File: config.mk
export PLATFORM = sky130hd
export DESIGN_NAME = truth_table_sequencer
export DESIGN_NICKNAME = d
export VERILOG_FILES = /design/src/rtl/truth_table_sequencer.sv
export SDC_FILE = /design/constraint.sdc
export NUM_CORES = 1
export LEC_CHECK = 0
export BUFFER_PORTS_ARGS = -buffer_cell sky130_fd_sc_hd__buf_4
export CORE_ASPECT_RATIO = 0.9
export CORE_MARGIN = 5
export CORE_UTILIZATION = 25
export CTS_CLUSTER_DIAMETER = 150
export DETAILED_ROUTE_END_ITERATION = 10
export SYNTH_ARGS = -nofsm -noshare
export SYNTH_HDL_FRONTEND = slang
export SYNTH_SLANG_ARGS = --single-unit
File: constraint.sdc
create_clock -name clk -period 2.4 [get_ports clk]
set_clock_uncertainty 0.2 [all_clocks]
set_input_delay 0.36 -clock clk [delete_from_list [all_inputs] [get_ports clk]]
set_output_delay 0.36 -clock clk [all_outputs]
set_load 0.005 [all_outputs]
File: src/rtl/truth_table_sequencer.sv
// truth_table_sequencer: steps a 3-input circuit through all 8 vectors,
// captures Q into a truth table and compares it with a latched expected table.
module truth_table_sequencer #(
  parameter int SETTLE_CYCLES = 4
) (
  input  logic       clk,
  input  logic       rst_n,
  input  logic       start,
  input  logic [7:0] expected,
  input  logic       q,
  output logic       a,
  output logic       b,
  output logic       c,
  output logic       busy,
  output logic       done,
  output logic [7:0] table_out,
  output logic       pass,
  output logic [3:0] fail_count,
  output logic [2:0] first_fail
);
  typedef enum logic [1:0] {IDLE, WAIT, SAMPLE, DONE} state_t;
  state_t state, state_nx;
  logic [2:0] idx, first_nx, first_w;
  logic [7:0] cnt, exp_l, cap, cap_nx;
  logic [3:0] cnt_w, cnt_w_nx;
  logic       miss;
  always_ff @(posedge clk or negedge rst_n)
    if (!rst_n) state <= IDLE;
    else state <= state_nx;
  always_comb begin
    state_nx = state;
    case (state)
      IDLE:    state_nx = start ? WAIT : IDLE;
      WAIT:    state_nx = (cnt == 8'd0) ? SAMPLE : WAIT;
      SAMPLE:  state_nx = (idx == 3'd7) ? DONE : WAIT;
      default: state_nx = IDLE;
    endcase
  end
  // Next working values include the current sample so DONE sees the full run.
  always_comb begin
    miss = q != exp_l[idx];
    cap_nx = cap;
    cap_nx[idx] = q;
    cnt_w_nx = cnt_w + {3'd0, miss};
    first_nx = (miss && cnt_w == 4'd0) ? idx : first_w;
  end
  always_ff @(posedge clk or negedge rst_n)
    if (!rst_n) begin
      idx        <= '0;
      cnt        <= '0;
      exp_l      <= '0;
      cap        <= '0;
      cnt_w      <= '0;
      first_w    <= '0;
      table_out  <= '0;
      pass       <= 1'b0;
      fail_count <= '0;
      first_fail <= '0;
    end else begin
      case (state)
        IDLE: if (start) begin
          exp_l   <= expected;
          idx     <= '0;
          cnt     <= 8'(SETTLE_CYCLES - 1);
          cap     <= '0;
          cnt_w   <= '0;
          first_w <= '0;
        end
        WAIT: if (cnt != 8'd0) cnt <= cnt - 8'd1;
        SAMPLE: begin
          cap     <= cap_nx;
          cnt_w   <= cnt_w_nx;
          first_w <= first_nx;
          idx     <= idx + 3'd1;
          cnt     <= 8'(SETTLE_CYCLES - 1);
          if (idx == 3'd7) begin
            table_out  <= cap_nx;
            fail_count <= cnt_w_nx;
            first_fail <= first_nx;
            pass       <= cnt_w_nx == 4'd0;
          end
        end
        default: ;
      endcase
    end
  assign {a, b, c} = idx;
  assign busy = (state == WAIT) || (state == SAMPLE);
  assign done = state == DONE;
endmodule

==> summary.md <==
## Timing
- **setup TNS** 0 ns
- **final hold violation count** 0
- **Slew Viols, Final** 0
- **Worst Max-Slew Pin Slew** 0.664 ns
- **relative max-transition margin** 0.557
- **part of the cycle the worst path needs** 0.982
- **clock period minus worst slack** 2.36 ns
- **highest clock frequency the design can meet** 424 MHz
- **number of setup violations in the final report** 0

## Synthesis
- **sequential share of the synthesized area** 0.506
- **post-synthesis instance total** 247
- **YS warnings** 0
- **post-synth top area share** 0.506
- **number of different library cells in the post-synthesis netlist** 46
- **total of flip-flops plus latches after synthesis** 52
- **post-synthesis cell type with the largest combined area** dfrtp_1
- **cell area after synthesis** 0.00257 mm^2
- **net count after synthesis** 269
- **flip-flop cell with the highest count after synthesis** dfrtp_1
- **number of flops mapped to enable cells by yosys** 0
- **Mapped Avg Cell Area** 10.4 um^2
- **Synth area leaders** dfrtp_1, o21ai_1, ha_1, mux2_1, nand2_1
- **synth cell count leaders** dfrtp_1, nand2_1, o21ai_1
- **Async S/R FF share, synth** 1.00
- **most numerous cell in the Yosys netlist** dfrtp_1

## Power
- **power density of the placed cells** 932 mW/mm^2
- **leakage power of the design** 1.49 nW
- **VDD IR-drop max** 327 uV

## Floorplan
- **initial core utilization** 0.253
- **IO Count** 33
- **die outline height** 106 um
- **x dimension of the die** 117 um
- **area of the core region** 0.0102 mm^2
- **number of standard-cell rows in the floorplan** 35
- **DIE AREA** 0.0124 mm^2

## Worst setup path
- **critical path peak fanout** 6
- **Bufs and invs on worst path** 1
- **max incr delay on CP** 0.55 ns
- **data arrival at the endpoint of the critical path** 2.33 ns
- **CP max-delay cell** or4_4
- **type of the worst setup path** reg -> reg
- **number of cells on the worst reg-to-reg path** 6
- **Stages on worst setup path** 6
- **cell breakdown of the critical path** nor4bb_1 > a31o_2 > buf_4 > or4_4 > a31o_1 > a32o_1
- **type of element launching the critical path** register
- **Worst path top cell family by delay** compound AO/OA/AOI/OAI gates
- **Critical Path RT** 2.37 ns
- **Worst Setup End Kind** register

## Clock tree
- **Clk pin slew, worst setup/hold paths** 0.06 ns
- **number of levels in the clock H-tree** 2
- **clk root buf** clkbuf_16
- **TritonCTS clock tree** yes
- **maximum number of buffers from clock root to sink** 2
- **CTS buffer count** 5
- **Clock Sink Count** 52
- **Clk Latency, worst-skew pair** 0.29 ns

## Placed design
- **count of input and output buffers** 32
- **instance area after placement** 0.00301 mm^2
- **RePlAce Congestion** 0.793
- **HPWL after detailed placement** 4140 um

## Route
- **final routed wire length divided by cell count** 13.7 um
- **length of the first detailed-routing pass in iterations** 4
- **number of vias in the routed layout** 1,964
- **DRT antenna net count** 0
- **Total Routed Length** 5740 um
- **DRC Markers** 0
- **via count normalized by instance count** 4.70
- **starting DRC count in detailed routing** 82

## Flow run
- **number of max-cap violations** 0

## Finish
- **NumNets Final** 310
- **ratio of cells with drive above 1 in the final layout** 0.228
- **layout filler cell count** 1,050
- **number of antenna cells inserted** 0
- **Area growth syn-to-layout** 26.8%
- **post-route cell area** 0.00326 mm^2

## Run status
- **outcome** completed

## Global routing
- **pin count of the biggest net entering global routing** 53
- **global-route total usage across every layer** 0.0957
- **number of global-route vias before repair** 1,955
- **initial antenna violation count** 0
- **Remaining Overflow, GRT** 0
- **first-pass GRT wire length** 9540 um

## Min path
- **type of the worst min-delay path** in -> reg
- **cell count of the worst hold path** 2

==> placed cells by master (no fill, tap or decap), types with 5 or more instances in the layout <==
master	count
o21ai_0	6
ha_1	10
nand3_1	8
mux2i_1	9
inv_1	8
o21ai_1	26
or3_1	5
clkbuf_16	5
dfrtp_1	50
buf_4	46
nand2_1	30
a22o_1	5
mux2_1	11
nor2_1	8
==> area by class of cell <==
| type | count | area [um^2] | share of cell area |
|---|---|---|---|
| repair buffers | 47 | 355 | 0.109 |
| well taps | 129 | 161 | 0.0495 |
| clock inverters | 1 | 30.0 | 0.00921 |
| inverters | 9 | 33.8 | 0.0104 |
| clock buffers | 7 | 153 | 0.0468 |
| flip-flops and latches | 52 | 1300 | 0.400 |
| multi-input cells | 173 | 1220 | 0.376 |
==> per-layer routing <==
metal	GRT usage	vias to the layer above	share of wire
met4	0.0246	0	0.010
met1	0.127	947	0.47
met3	0.0222	9	0.033
li1	-	970	-
met2	0.156	38	0.49
met5	0	-	0
==> path summary, 6_finish.rpt <==
path	from	end	slack (ns)
worst max-delay path	idx[0]	first_w[1]	0.04
worst min-delay path	expected[0]	exp_l[0]	0.08
worst max register to register	idx[0]	first_w[1]	0.04
worst min register to register	cap[2]	cap[2]	0.28
max in group asynchronous	rst_n	idx[2]	1.08
min in group asynchronous	rst_n	state[0]	0.45
==> through the flow <==
step / setup WS [ns] / power, mW / utilization / instances / hold WS (ns)
after floorplan: 0.106 / 1.81 / - / 247 / -0.136
after global placement: 0.0803 / 2.10 / 0.296 / 407 / 0.241
after detailed placement: 0.0319 / 2.13 / 0.296 / 407 / 0.248
after CTS: 0.0326 / 2.99 / 0.315 / 416 / 0.0818
after global routing: -0.00774 / 3.25 / 0.321 / 418 / 0.0836
final: 0.0423 / 3.04 / 0.321 / 418 / 0.0840
==> logic make-up (layout without fill, tap and decap cells) <==
| logic type | count (synthesis) | in the layout | share of synthesized area |
|---|---|---|---|
| simple gates | 75 | 75 | 0.146 |
| fa+ha+maj | 10 | 10 | 0.0486 |
| compound gates | 63 | 63 | 0.162 |
| xor+xnor | 3 | 3 | 0.0102 |
| flops | 52 | 52 | 0.506 |
| buf+inv | 22 | 64 | 0.0360 |
| mux | 22 | 22 | 0.0910 |
==> state kept, by name (all words and copies together), names as in the netlist <==
name / flops
cap: 8
cnt: 8
cnt_w: 4
exp_l: 8
fail_count: 4
first_fail: 3
first_w: 3
idx: 3
pass: 1
state: 2
table_out: 8
==> repair_timing <==
| item | in CTS | in global routing |
|---|---|---|
| hold buffers | 1 | 0 |
| resized for setup | 0 | 10 |
| endpoints found under the setup margin | 0 | 7 |
| setup buffers | 0 | 2 |
| endpoints found under the hold margin | 52 | 0 |
==> power breakdown <==
group / switching [mW] / internal (mW)
combinational: 0.539 / 0.481
sequential: 0.133 / 1.03
clock: 0.307 / 0.549
total: 0.979 / 2.06
==> worst register-to-register path, cell delays in order (launching register included) <==
cell and delay (ns):
dfrtp_2 0.48, nor4bb_1 0.16, a31o_2 0.25, buf_4 0.14
or4_4 0.55, a31o_1 0.26, a32o_1 0.21
(Power assumes the default switching activity.)
